File: src/rtl/vend_pkg.sv
// Shared types for the vending session controller: FSM state encoding,
// coin codes and the coin-code to credit-step conversion.
package vend_pkg;

  typedef enum logic [1:0] {
    IDLE     = 2'b00,
    COLLECT  = 2'b01,
    DISPENSE = 2'b10,
    CHANGE   = 2'b11
  } state_t;

  localparam logic [1:0] COIN_NONE = 2'b00;
  localparam logic [1:0] COIN_25   = 2'b01;
  localparam logic [1:0] COIN_50   = 2'b10;
  localparam logic [1:0] COIN_RSVD = 2'b11;

  // Credit steps for a coin code; NONE and the reserved code carry no value.
  function automatic logic [1:0] coin_value(input logic [1:0] code);
    logic [1:0] val;
    val = 2'd0;
    case (code)
      COIN_25: val = 2'd1;
      COIN_50: val = 2'd2;
      default: val = 2'd0;
    endcase
    return val;
  endfunction

endpackage

File: src/rtl/vend_session_ctrl_if.sv
// Customer/dispenser/hopper side of the vending session controller.
// master drives coins, cancel and acks; slave is the controller.
interface vend_session_ctrl_if #(
  parameter int CREDIT_W = 3
);
  logic [1:0]          coin;
  logic                cancel;
  logic                disp_ack;
  logic                chg_ack;
  logic                disp_req;
  logic                chg_req;
  logic                coin_reject;
  logic [CREDIT_W-1:0] credit;
  logic                busy;

  modport master (
    output coin, cancel, disp_ack, chg_ack,
    input  disp_req, chg_req, coin_reject, credit, busy
  );

  modport slave (
    input  coin, cancel, disp_ack, chg_ack,
    output disp_req, chg_req, coin_reject, credit, busy
  );
endinterface

File: src/rtl/vend_idle_timer.sv
// Counts consecutive qualifying cycles and flags when TIMEOUT is reached.
// Saturates at TIMEOUT; clear has priority over counting.
module vend_idle_timer #(
  parameter int TIMEOUT = 15
) (
  input  logic clk,
  input  logic reset,
  input  logic count_en,
  input  logic clear,
  output logic expired
);
  localparam int CNT_W = $clog2(TIMEOUT + 1);

  logic [CNT_W-1:0] cnt_q;

  always_ff @(posedge clk or negedge reset) begin
    if (!reset) begin
      cnt_q <= '0;
    end else if (clear) begin
      cnt_q <= '0;
    end else if (count_en && (cnt_q != CNT_W'(TIMEOUT))) begin
      cnt_q <= cnt_q + CNT_W'(1);
    end
  end

  assign expired = (cnt_q == CNT_W'(TIMEOUT));

endmodule

File: src/rtl/vend_session_ctrl.sv
// Vending session FSM: collects coins, one dispense handshake, coin-by-coin change.
// Moore requests; coin_reject is a registered pulse. Optional idle refund: VEND_SESSION_TIMEOUT_EN.
module vend_session_ctrl
  import vend_pkg::*;
#(
  parameter int PRICE      = 3,
  parameter int MAX_CREDIT = 7,
  parameter int CREDIT_W   = 3,
  parameter int TIMEOUT    = 15
) (
  input  logic                 clk,
  input  logic                 reset,
  vend_session_ctrl_if.slave   bus
);
  localparam int SUM_W = CREDIT_W + 1;

  state_t              state_q, state_d;
  logic [CREDIT_W-1:0] credit_q, credit_d;
  logic                reject_q, reject_d;

  logic [1:0]          coin_val;
  logic                coin_ok;
  logic                coin_any;
  logic [SUM_W-1:0]    credit_sum;
  logic                timeout_hit;
  logic                abort;

  assign coin_val   = coin_value(bus.coin);
  assign coin_ok    = (coin_val != 2'd0);
  assign coin_any   = (bus.coin != COIN_NONE);
  assign credit_sum = SUM_W'(credit_q) + SUM_W'(coin_val);
  assign abort      = bus.cancel || timeout_hit;

`ifdef VEND_SESSION_TIMEOUT_EN
  // Any coin attempt, accepted or not, restarts the idle window.
  vend_idle_timer #(
    .TIMEOUT (TIMEOUT)
  ) u_idle_timer (
    .clk      (clk),
    .reset    (reset),
    .count_en ((state_q == COLLECT) && !coin_any),
    .clear    ((state_q != COLLECT) || coin_any),
    .expired  (timeout_hit)
  );
`else
  assign timeout_hit = 1'b0;
`endif

  always_ff @(posedge clk or negedge reset) begin
    if (!reset) begin
      state_q  <= IDLE;
      credit_q <= '0;
      reject_q <= 1'b0;
    end else begin
      state_q  <= state_d;
      credit_q <= credit_d;
      reject_q <= reject_d;
    end
  end

  always_comb begin
    state_d  = state_q;
    credit_d = credit_q;
    reject_d = 1'b0;

    case (state_q)
      IDLE: begin
        if (coin_ok) begin
          credit_d = CREDIT_W'(coin_val);
          state_d  = COLLECT;
        end else begin
          reject_d = coin_any;
        end
      end

      COLLECT: begin
        // A cancel (or idle expiry) wins over a coin arriving in the same cycle.
        if (coin_ok && !abort && (credit_sum <= SUM_W'(MAX_CREDIT))) begin
          credit_d = credit_sum[CREDIT_W-1:0];
        end else begin
          reject_d = coin_any;
        end

        if (abort) begin
          state_d = CHANGE;
        end else if (credit_q >= CREDIT_W'(PRICE)) begin
          state_d = DISPENSE;
        end
      end

      DISPENSE: begin
        reject_d = coin_any;
        if (bus.disp_ack) begin
          credit_d = credit_q - CREDIT_W'(PRICE);
          state_d  = (credit_q > CREDIT_W'(PRICE)) ? CHANGE : IDLE;
        end
      end

      CHANGE: begin
        reject_d = coin_any;
        if (credit_q == '0) begin
          state_d = IDLE;
        end else if (bus.chg_ack) begin
          credit_d = credit_q - CREDIT_W'(1);
          if (credit_q == CREDIT_W'(1)) begin
            state_d = IDLE;
          end
        end
      end

      default: begin
        state_d  = IDLE;
        credit_d = '0;
      end
    endcase
  end

  assign bus.disp_req    = (state_q == DISPENSE);
  assign bus.chg_req     = (state_q == CHANGE);
  assign bus.busy        = (state_q != IDLE);
  assign bus.credit      = credit_q;
  assign bus.coin_reject = reject_q;

endmodule

File: src/flat_wrapper.sv
// flat-port wrapper written by rule: the top's interface ports become plain ports
module vend_session_ctrl_flat import vend_pkg::*;
#(
  parameter int PRICE      = 3,
  parameter int MAX_CREDIT = 7,
  parameter int CREDIT_W   = 3,
  parameter int TIMEOUT    = 15
)
  (clk, reset, bus_coin, bus_cancel, bus_disp_ack, bus_chg_ack, bus_disp_req, bus_chg_req, bus_coin_reject, bus_credit, bus_busy);
  vend_session_ctrl_if #(.CREDIT_W(CREDIT_W)) bus_i ();
  input  logic clk;
  input  logic reset;
  input wire logic [$bits(bus_i.coin)-1:0] bus_coin;
  input wire logic [$bits(bus_i.cancel)-1:0] bus_cancel;
  input wire logic [$bits(bus_i.disp_ack)-1:0] bus_disp_ack;
  input wire logic [$bits(bus_i.chg_ack)-1:0] bus_chg_ack;
  output wire logic [$bits(bus_i.disp_req)-1:0] bus_disp_req;
  output wire logic [$bits(bus_i.chg_req)-1:0] bus_chg_req;
  output wire logic [$bits(bus_i.coin_reject)-1:0] bus_coin_reject;
  output wire logic [$bits(bus_i.credit)-1:0] bus_credit;
  output wire logic [$bits(bus_i.busy)-1:0] bus_busy;
  assign bus_i.coin = bus_coin;
  assign bus_i.cancel = bus_cancel;
  assign bus_i.disp_ack = bus_disp_ack;
  assign bus_i.chg_ack = bus_chg_ack;
  assign bus_disp_req = bus_i.disp_req;
  assign bus_chg_req = bus_i.chg_req;
  assign bus_coin_reject = bus_i.coin_reject;
  assign bus_credit = bus_i.credit;
  assign bus_busy = bus_i.busy;
  vend_session_ctrl #(.PRICE(PRICE), .MAX_CREDIT(MAX_CREDIT), .CREDIT_W(CREDIT_W), .TIMEOUT(TIMEOUT)) u_core (.clk(clk), .reset(reset), .bus(bus_i));
endmodule
File: config.mk
export PLATFORM = sky130hd
export DESIGN_NAME = vend_session_ctrl_flat
export DESIGN_NICKNAME = d
export VERILOG_FILES = /design/src/rtl/vend_pkg.sv /design/src/rtl/vend_session_ctrl_if.sv /design/src/rtl/vend_idle_timer.sv /design/src/rtl/vend_session_ctrl.sv /design/src/flat_wrapper.sv
export SDC_FILE = /design/constraint.sdc
export NUM_CORES = 1
export LEC_CHECK = 0
export BUFFER_PORTS_ARGS = -buffer_cell sky130_fd_sc_hd__buf_2
export CORE_AREA = 2 2 39 41
export DETAILED_ROUTE_END_ITERATION = 8
export DIE_AREA = 0 0 41 43
export PLACE_DENSITY_LB_ADDON = 0.05
export SYNTH_ARGS = -nofsm -noshare
export SYNTH_HDL_FRONTEND = slang
export SYNTH_SLANG_ARGS = --single-unit
File: constraint.sdc
create_clock -name clk -period 3.3 [get_ports clk]
set_input_delay 0.33 -clock clk [delete_from_list [all_inputs] [get_ports clk]]
set_output_delay 0.33 -clock clk [all_outputs]
set_load 0.005 [all_outputs]
==> flow_metrics.env, run 1 <==
export IMPL_cts_tree="yes"
export IMPL_clk_pin_slew_ns=0.05
export IMPL_cts_resized=0
export IMPL_power_leakage_nw=0.3811
export IMPL_critPathCaptureType="register"
export IMPL_vias_per_cell=5.573
export IMPL_grt_first_pass_wirelength_mm=2.339
export IMPL_dp_hpwl_mm=1.068
export IMPL_critPathArrivalTime_ns=2.03
export IMPL_initial_core_util_pct=45.84
export IMPL_io_pins=14
export IMPL_rsz0062_at_grt="false"
export IMPL_n_antenna_cell=0
export IMPL_yosysSeqAreaShare_pct=23.67
export IMPL_synth_net_count=91
export IMPL_grt_use_total_pct=20.16
export IMPL_synth_edf_count=0
export IMPL_crit_type="reg2reg"
export IMPL_layout_nets=108
export IMPL_synth_area_leaders="dfrtp_1, ha_1, inv_1"
export IMPL_max_cap_violations=0
export IMPL_drt_iter0_drc=22
export IMPL_finalSetupTns_ns=0
export IMPL_endpoint="u_core.bus.credit[1]"
export IMPL_fp_row_count=14
export IMPL_critPathRequiredTime_ns=3.43
export IMPL_fmax_mhz=526.7
export IMPL_yosys_most_used_dff="dfrtp_1"
export IMPL_finalCritPeriodShare_pct=57.53
export IMPL_setup_viol=0
export IMPL_crit_fanout=7
export IMPL_cp_cell_sequence="ha_1 > a21oi_1 > o21ai_2 > a211oi_2 > mux2_1"
export IMPL_hold_violations=0
export IMPL_grt_pass1_vias=531
export IMPL_synth_seq_cells=6
export IMPL_path_depth=5
export IMPL_cts_max_path_buffers=2
export IMPL_die_area_mm2=0.001763
export IMPL_r2r_end="u_core.bus.credit[1]"
export IMPL_max_slew_worst_pin_slew_ns=0.4605
export IMPL_wl_per_cell_um=13.35
export IMPL_min_path_type="in2reg"
export IMPL_finalPower_mw=0.6520
export IMPL_yosysUniqueCellTypes=34
export IMPL_yosys_area_top_type_share_pct=23.67
export IMPL_gp_congestion=0.8266
export IMPL_ff_latch_area_um2=150.1
export IMPL_overflow=0
export IMPL_h_tree_depth=1
export IMPL_run_status="finished, final reports clean"
export IMPL_maxSlewHeadroom_pct=69.30
export IMPL_finalWirelength_mm=1.375
export IMPL_coreArea_mm2=0.001384
export IMPL_root_buffer="clkbuf_4"
export IMPL_n_fill_cell=145
export IMPL_power_density_mw_per_mm2=881.8
export IMPL_r2r_cells=5
export IMPL_port_buffers=13
export IMPL_post_route_drc_count=0
export IMPL_async_flop_share_pct=100.0
export IMPL_num_vias=574
export IMPL_multiInputGateArea_um2=434.2
export IMPL_crit_path_start_kind="register"
export IMPL_cts_buffers=3
export IMPL_insertion_delay_ns=0.25
export IMPL_critPathSlowestCell="dfrtp_1"
export IMPL_die_h_um=43
export IMPL_drtAntennaViolNets=0
export IMPL_r2r_slack_ns=1.40
export IMPL_slew_viol_final=0
export IMPL_grt_start_max_net_pins=16
export IMPL_ys_warn_count=0
export IMPL_reg2reg_from="u_core.bus.credit[1]"
export IMPL_antenna_found_initial=0
export IMPL_synthesis_area_um2=634.4
export IMPL_drive_gt1_share_pct=22.99
export IMPL_syn_inst=72
export IMPL_period_minus_slack_ns=1.899
export IMPL_syn_area_per_cell_um2=8.811
export IMPL_skew_ns=0.01043
export IMPL_worst_path_buf_inv=0
export IMPL_die_x_um=41
export IMPL_synth_largest_area_cell="dfrtp_1"
export IMPL_cp_top_family="compound AO/OA/AOI/OAI gates"
export IMPL_clock_sinks=6
export IMPL_startpoint="u_core.bus.credit[1]"
export IMPL_firstDrtPassIters=4
export IMPL_area_delta_synth_final_pct=16.57
export IMPL_vdd_ir_drop_worst_v=0.0003641
export IMPL_cpPeakStageDelay_ns=0.47
==> worst min-delay path by stage <==
| stage | to | cells past startpoint | start | slack [ns] |
|---|---|---|---|---|
| global placement | u_core.state_q[1] | 1 | reset | 0.16 |
| finish | u_core.state_q[0] | 3 | bus_cancel | 0.38 |
| detailed placement | u_core.state_q[0] | 1 | reset | 0.16 |
| floorplan | u_core.bus.coin_reject | 0 | reset | 0.03 |
| CTS | u_core.state_q[0] | 3 | bus_cancel | 0.38 |
| global route | u_core.state_q[0] | 3 | bus_cancel | 0.39 |
==> cells by family (layout without fill, tap and decap cells) <==
group | after synthesis | after routing | share of synthesized area (%)
XOR/XNOR | 1 | 1 | 1.381
buffers and inverters | 12 | 27 | 7.888
AND/OR/NAND/NOR | 14 | 14 | 10.85
AO/OA/AOI/OAI | 24 | 24 | 26.43
flip-flops | 6 | 6 | 23.67
multiplexers | 3 | 3 | 4.931
adder cells (fa/ha/maj) | 12 | 12 | 24.85
==> cell type report <==
| type | instances | share of cell area (%) |
|---|---|---|
| sequential | 6 | 20.30 |
| clock buffer | 3 | 3.046 |
| multi-input combinational | 54 | 58.71 |
| tap | 16 | 2.707 |
| timing repair buffer | 14 | 10.15 |
| inverter | 10 | 5.076 |
==> routing by layer <==
layer | vias to the layer above | global-route usage, % | part of all wire (%)
met5 | - | 0 | 0
met3 | 4 | 4.188 | 5.4
met4 | 0 | 11.33 | 2.1
met2 | 20 | 30.00 | 49
met1 | 265 | 25.83 | 44
li1 | 285 | - | -
==> sequential cells by signal, indices dropped and copies added (netlist names) <==
| signal | flops |
|---|---|
| u_core.bus.coin_reject | 1 |
| u_core.state_q | 2 |
| u_core.bus.credit | 3 |
==> power breakdown <==
part / internal (mW) / switching, mW / total [mW]
Clock: 0.0412 / 0.0276 / 0.0688
Combinational: 0.187 / 0.204 / 0.391
Sequential: 0.109 / 0.0829 / 0.192
Total: 0.338 / 0.314 / 0.652
==> repair_timing <==
item | in CTS | in global routing
hold buffers | 1 | 0
hold endpoints to repair | 6 | 0
setup buffers | 0 | 0
endpoints found under the setup margin | 0 | 0
==> synthesized netlist by cell type (2+ instances only) <==
library cell / n
nor2_1: 2
nor2b_1: 2
ha_1: 11
inv_1: 9
nand2_1: 5
mux2i_1: 2
nand2b_1: 2
a21oi_1: 6
a31oi_1: 2
dfrtp_1: 6
o22ai_1: 2
==> worst min-delay path, cell delays in order <==
cell,delay (ns)
buf_2,0.12
nand2_1,0.06
a31oi_1,0.08
==> cell usage in the layout (no fill, tap or decap), types with 2 or more instances in the layout <==
master,n
nor2_1,2
inv_1,9
clkbuf_4,3
mux2i_1,2
buf_2,13
dfrtp_1,6
a21oi_1,6
nand2_1,5
a31oi_1,2
ha_1,11
nor2b_1,2
o22ai_1,2
nand2b_1,2
==> through the flow <==
stage	cell area, µm²	util [%]	worst slack (ns)	cells	hold WS, ns
finish	739.5	53.44	1.401	103	0.3834
global route	739.5	53.44	1.306	103	0.3947
CTS	739.5	53.44	1.400	103	0.3813
detailed placement	706.9	51.09	1.171	99	0.1644
global placement	706.9	51.09	1.177	99	0.1595
floorplan	634.4	-	1.461	72	0.03441
Power figures use the tool's default switching activity.
==> inputs of run 2 (changes only) <==
--- a/config.mk
+++ b/config.mk
@@ -5,10 +5,10 @@
 export SDC_FILE = /design/constraint.sdc
 export NUM_CORES = 1
 export LEC_CHECK = 0
+export ABC_AREA = 1
 export BUFFER_PORTS_ARGS = -buffer_cell sky130_fd_sc_hd__buf_2
-export CORE_AREA = 2 2 39 41
+export CORE_UTILIZATION = 48
 export DETAILED_ROUTE_END_ITERATION = 8
-export DIE_AREA = 0 0 41 43
 export PLACE_DENSITY_LB_ADDON = 0.05
 export SYNTH_ARGS = -nofsm -noshare
 export SYNTH_HDL_FRONTEND = slang
==> constraint.sdc (replaced) <==
create_clock -name clk -period 1.6 [get_ports clk]
set_input_delay 0.16 -clock clk [delete_from_list [all_inputs] [get_ports clk]]
set_output_delay 0.16 -clock clk [all_outputs]
set_load 0.005 [all_outputs]
==> run 2 against run 1 <==
Clock power increased by 110%; worst setup slack got worse by 1.3 ns; sequential power increased by 87%; count of clock-buffer cells in the layout unchanged; critical path depth increased by 3; synthesized cell count increased by 40%; cell count increased by 33%; via count increased by 24%; register-to-register slack got worse by 1.3 ns; area after synthesis increased by 13%; design area increased by 17%; hold slack got worse by 0.12 ns; highest routed layer unchanged.
==> flow_metrics.env, run 2 <==
export IMPL_critPathRequiredTime_ns=1.74
export IMPL_synthesis_area_um2=714.4
export IMPL_cts_max_path_buffers=2
export IMPL_period_minus_slack_ns=1.514
export IMPL_vias_per_cell=5.197
export IMPL_yosysUniqueCellTypes=19
export IMPL_gp_congestion=0.8474
export IMPL_dp_slack_ns=-0.03978
export IMPL_overflow=0
export IMPL_synth_area_leaders="dfrtp_1, ha_1, nand2_1"
export IMPL_p_int_mw=0.7260
export IMPL_antenna_found_initial=0
export IMPL_n_antenna_cell=0
export IMPL_max_cap_violations=0
export IMPL_layout_commonest_cell="nand2_1"
export IMPL_grt_first_pass_wirelength_mm=2.463
export IMPL_critPathCaptureType="register"
export IMPL_crit_type="reg2reg"
export IMPL_die_h_um=40.58
export IMPL_drt_iter0_drc=8
export IMPL_fmax_mhz=660.4
export IMPL_synth_seq_cells=6
export IMPL_vdd_ir_drop_worst_v=0.0007458
export IMPL_rsz0062_at_grt="false"
export IMPL_dpl_cell_count=133
export IMPL_finalPower_mw=1.514
export IMPL_finalSetupTns_ns=0
export IMPL_ys_top_cells_by_count="nand2_1, nand3_1, inv_1"
export IMPL_maxSlewHeadroom_pct=67.33
export IMPL_switching_share_pct=52.04
export IMPL_worst_path_buf_inv=1
export IMPL_drtAntennaViolNets=0
export IMPL_yosysMostFrequentCell="nand2_1"
export IMPL_initial_core_util_pct=52.92
export IMPL_critPathArrivalTime_ns=1.66
export IMPL_yosysSeqAreaShare_pct=21.02
export IMPL_cp_cell_sequence="ha_2 > fa_1 > inv_1 > nand2_1 > nand3_1 > nand3_1 > nand3_1 > nand2_1"
export IMPL_grt_start_max_net_pins=11
export IMPL_hold_violations=0
export IMPL_min_path_type="in2async"
export IMPL_port_buffers=13
export IMPL_clock_power_share_pct=9.5
export IMPL_layout_nets=143
export IMPL_syn_area_per_cell_um2=7.074
export IMPL_dp_hpwl_mm=1.322
export IMPL_power_switching_mw=0.7877
export IMPL_p_comb_share_pct=66.8
export IMPL_power_leakage_nw=0.4907
export IMPL_async_flop_share_pct=100.0
export IMPL_root_buffer="clkbuf_4"
export IMPL_seq_power_share_pct=23.7
export IMPL_io_pins=14
export IMPL_synth_largest_area_cell="dfrtp_1"
export IMPL_final_cells=137
export IMPL_largest_reg_flops=3
export IMPL_num_vias=712
export IMPL_max_slew_worst_pin_slew_ns=0.4900
export IMPL_clock_sinks=6
export IMPL_power_density_mw_per_mm2=1753
export IMPL_layout_common_cells="nand2_1, nand3_1, buf_2"
export IMPL_crit_path_frequent_cell="nand3_1"
export IMPL_run_status="finished, final reports clean"
export IMPL_yosys_most_used_dff="dfrtp_1"
export IMPL_synth_net_count=120
export IMPL_cts_buffers=3
export IMPL_cp_top_family="adder cells"
export IMPL_critPathSlowestCell="fa_1"
export IMPL_clk_pin_slew_ns=0.05
export IMPL_grt_pass1_vias=580
export IMPL_skew_ns=0.003085
export IMPL_worst_slack_ns=0.08573
export IMPL_syn_inst=101
export IMPL_die_x_um=40.58
export IMPL_crit_path_start_kind="register"
export IMPL_synth_edf_count=0
export IMPL_setup_viol=0
export IMPL_post_route_drc_count=0
export IMPL_slew_viol_final=0
export IMPL_coreArea_mm2=0.001350
export IMPL_yosys_area_top_type_share_pct=21.02
export IMPL_h_tree_depth=1
export IMPL_cts_tree="yes"
export IMPL_finalCritPeriodShare_pct=94.64
export IMPL_die_area_mm2=0.001647
export IMPL_crit_fanout=2
export IMPL_firstDrtPassIters=4
export IMPL_area_delta_synth_final_pct=20.84
export IMPL_ys_warn_count=0
export IMPL_finalWirelength_mm=1.599
export IMPL_insertion_delay_ns=0.25
export IMPL_wl_per_cell_um=11.67
export IMPL_cpPeakStageDelay_ns=0.43
export IMPL_drive_gt1_share_pct=30.33
export IMPL_fp_row_count=13
export IMPL_grt_use_total_pct=24.23
run 2: worst register-to-register path, delay by kind of cell (launching register included):
kind,cells,cell delay [ns]
adders and majority gates,2,0.63
DFF,1,0.38
and+or+nand+nor,5,0.32
buffers and inverters,1,0.07
run 2: metal layers:
metal	track usage (%)	vias up	part of all wire (%)
li1	-	362	-
met1	28.71	329	45
met2	38.89	17	49
met3	6.111	4	3.8
met4	14.17	0	2.1
met5	0	-	0
run 2: area by class of cell:
cell class	count	area, µm²
multi-input cells	78	499.2
inverters	16	60.06
well taps	15	18.77
flip-flops and latches	6	150.1
repair buffers	19	112.6
fillers	137	486.7
clock buffers	3	22.52
run 2: stage by stage:
step / util (%) / instance area, µm² / hold WS [ns]
floorplan: - / 714.4 / -0.1356
global placement: 61.35 / 828.3 / -0.01312
detailed placement: 61.35 / 828.3 / -0.008044
global route: 63.95 / 863.3 / 0.2772
finish: 63.95 / 863.3 / 0.2651
CTS: 63.76 / 860.8 / 0.2610
run 2: logic make-up after synthesis:
kind of cell    Yosys count  share of synthesized area (%)
buf+inv                  17                          9.456
fa+ha+maj                12                          22.07
compound gates            5                          4.028
flops                     6                          21.02
simple gates             61                          43.43
run 2: repair_timing:
action	4_1_cts	5_1_grt
setup buffers	0	0
hold buffers	1	0
endpoints found under the setup margin	0	1
resized for setup	0	1
endpoints found under the hold margin	6	0
run 2: power groups by stage:
stage	Sequential (mW)	Clock [mW]	Combinational [mW]
6_report	0.359	0.144	1.01
4_1_cts	0.358	0.151	1.02
3_3_place_gp	0.365	0	0.987
3_5_place_dp	0.362	0	1.01
2_1_floorplan	0.323	0	0.746
5_1_grt	0.373	0.163	1.15
run 2: path summary, 6_finish.rpt:
check | slack, ns | cells past startpoint | from | end
setup / recovery | 0.09 | 8 | u_core.bus.credit[0] | u_core.bus.credit[1]
hold / removal | 0.27 | 2 | reset | u_core.bus.credit[0]
setup reg to reg | 0.09 | 8 | u_core.bus.credit[0] | u_core.bus.credit[1]
hold reg to reg | 0.64 | 3 | u_core.bus.credit[2] | u_core.bus.credit[2]
max in group asynchronous | 1.19 | 2 | reset | u_core.bus.coin_reject
min in group clk | 0.29 | 4 | bus_coin[0] | u_core.bus.coin_reject
==> inputs of run 3 (changes only) <==
--- a/config.mk
+++ b/config.mk
@@ -7,7 +7,7 @@
 export LEC_CHECK = 0
 export ABC_AREA = 1
 export BUFFER_PORTS_ARGS = -buffer_cell sky130_fd_sc_hd__buf_2
-export CORE_UTILIZATION = 48
+export CORE_UTILIZATION = 45
 export DETAILED_ROUTE_END_ITERATION = 8
 export PLACE_DENSITY_LB_ADDON = 0.05
 export SYNTH_ARGS = -nofsm -noshare
==> run 3 against run 2 <==
Total power shrank 0.70%; sequential power grew 3%; clock power shrank 6%; critical path depth is the same; largest cell class unchanged; largest power group unchanged; highest routed layer unchanged.
==> flow_metrics.env, run 3 (same netlist as run 2, synthesis figures left out) <==
export IMPL_run_status="finished, final reports clean"
export IMPL_max_slew_worst_pin_slew_ns=0.5122
export IMPL_wl_per_cell_um=10.91
export IMPL_drive_gt1_share_pct=31.71
export IMPL_worst_slack_ns=0.07554
export IMPL_dp_hpwl_mm=1.256
export IMPL_grt_first_pass_wirelength_mm=2.649
export IMPL_seq_power_share_pct=24.5
export IMPL_coreArea_mm2=0.001489
export IMPL_overflow=0
export IMPL_drt_iter0_drc=31
export IMPL_power_density_mw_per_mm2=1721
export IMPL_post_cts_setup_buffer_count=0
export IMPL_firstDrtPassIters=5
export IMPL_port_buffers=13
export IMPL_io_pins=14
export IMPL_maxSlewHeadroom_pct=65.85
export IMPL_cts_tree="yes"
export IMPL_skew_ns=0.003495
export IMPL_critPathRequiredTime_ns=1.73
export IMPL_die_area_mm2=0.001751
export IMPL_cts_buffers=3
export IMPL_largest_reg_flops=3
export IMPL_root_buffer="clkbuf_4"
export IMPL_layout_common_cells="nand2_1, nand3_1, buf_2"
export IMPL_layout_nets=144
export IMPL_dp_slack_ns=-0.03550
export IMPL_critPathCaptureType="register"
export IMPL_grt_pass1_vias=635
export IMPL_grt_start_max_net_pins=11
export IMPL_post_route_drc_count=0
export IMPL_n_antenna_cell=0
export IMPL_power_switching_mw=0.7745
export IMPL_grt_use_total_pct=20.25
export IMPL_power_leakage_nw=0.4942
export IMPL_drtAntennaViolNets=0
export IMPL_clk_pin_slew_ns=0.04
export IMPL_p_int_mw=0.7286
export IMPL_clock_power_share_pct=9.0
export IMPL_antenna_found_initial=0
export IMPL_cpPeakStageDelay_ns=0.43
export IMPL_gp_congestion=0.8932
export IMPL_finalCritPeriodShare_pct=95.28
export IMPL_insertion_delay_ns=0.24
export IMPL_layout_commonest_cell="nand2_1"
export IMPL_crit_fanout=2
export IMPL_hold_violations=0
export IMPL_die_x_um=41.85
export IMPL_vdd_ir_drop_worst_v=0.0006873
export IMPL_cts_max_path_buffers=2
export IMPL_p_comb_share_pct=66.5
export IMPL_holdWs_ns=0.2667
export IMPL_switching_share_pct=51.53
export IMPL_max_cap_violations=0
export IMPL_finalWirelength_mm=1.517
export IMPL_fp_row_count=14
export IMPL_die_h_um=41.85
export IMPL_num_vias=721
export IMPL_crit_path_frequent_cell="nand3_1"
export IMPL_crit_path_start_kind="register"
export IMPL_rsz0062_at_grt="true"
export IMPL_vias_per_cell=5.187
export IMPL_slew_viol_final=0
export IMPL_n_fill_cell=155
export IMPL_critPathArrivalTime_ns=1.65
export IMPL_cp_cell_sequence="ha_2 > fa_1 > inv_1 > nand2_1 > nand3_1 > nand3_1 > nand3_1 > nand2_1"
export IMPL_finalSetupTns_ns=0
export IMPL_h_tree_depth=1
export IMPL_area_delta_synth_final_pct=22.24
export IMPL_min_path_type="in2async"
export IMPL_critPathSlowestCell="fa_1"
export IMPL_clock_sinks=6
export IMPL_period_minus_slack_ns=1.524
export IMPL_setup_viol=0
export IMPL_finalPower_mw=1.503
export IMPL_fmax_mhz=656.0
export IMPL_initial_core_util_pct=47.98
export IMPL_crit_type="reg2reg"
## run 3: cell types whose count changed in the layout (fill, tap and decap cells not counted)
cell	previous run	this run
buf_4	5	6
dfrtp_1	6	5
dfrtp_2	0	1
## run 3: worst paths after layout
path	startpoint	endpoint	slack, ns	cells after the start
max	u_core.bus.credit[0]	u_core.bus.credit[1]	0.08	8
min	reset	u_core.state_q[1]	0.27	2
max reg2reg	u_core.bus.credit[0]	u_core.bus.credit[1]	0.08	8
min reg2reg	u_core.bus.credit[1]	u_core.bus.credit[1]	0.60	2
max in group asynchronous	reset	u_core.bus.credit[1]	1.18	2
min in group clk	bus_cancel	u_core.state_q[0]	0.33	5
## run 3: per-stage QoR
stage	instances	utilization, %	area, µm²
after CTS	139	58.40	869.6
after global routing	139	58.66	873.3
after detailed placement	135	56.22	837.1
final	139	58.66	873.3
after global placement	135	56.22	837.1
after floorplan	101	-	714.4
## run 3: power by group through the flow
stage	clock network [mW]	registers, mW	logic (mW)
global route	0.150	0.379	1.16
finish	0.135	0.368	1.00
global placement	0	0.372	0.998
detailed placement	0	0.368	0.996
CTS	0.142	0.367	1.00
floorplan	0	0.323	0.746
## run 3: what timing repair did
action / 4_1_cts / 5_1_grt
hold buffers: 1 / 0
gates resized for setup: 0 / 2
endpoints found under the setup margin: 0 / 2
hold endpoints to repair: 6 / 0
## run 3: critical path, delay by kind of cell (launching register included)
family,cells,cell delay [ns]
adders and majority gates,2,0.62
DFF,1,0.39
and+or+nand+nor,5,0.33
buffers and inverters,1,0.07
## run 3: layout make-up
| class | instances | area, µm² | area share [%] |
|---|---|---|---|
| Inverter | 16 | 60.06 | 6.877 |
| Sequential cell | 6 | 151.4 | 17.34 |
| Multi-Input combinational cell | 78 | 499.2 | 57.16 |
| Timing Repair Buffer | 20 | 120.1 | 13.75 |
| Clock buffer | 3 | 22.52 | 2.579 |
| Tap cell | 16 | 20.02 | 2.292 |
## run 3: routing by layer
layer / track usage [%] / up-vias / routed length [µm]
li1: - / 363 / -
met1: 25.14 / 320 / 691
met2: 34.38 / 33 / 699
met5: 0 / - / 0
met4: 7.742 / 0 / 23
met3: 3.913 / 5 / 103
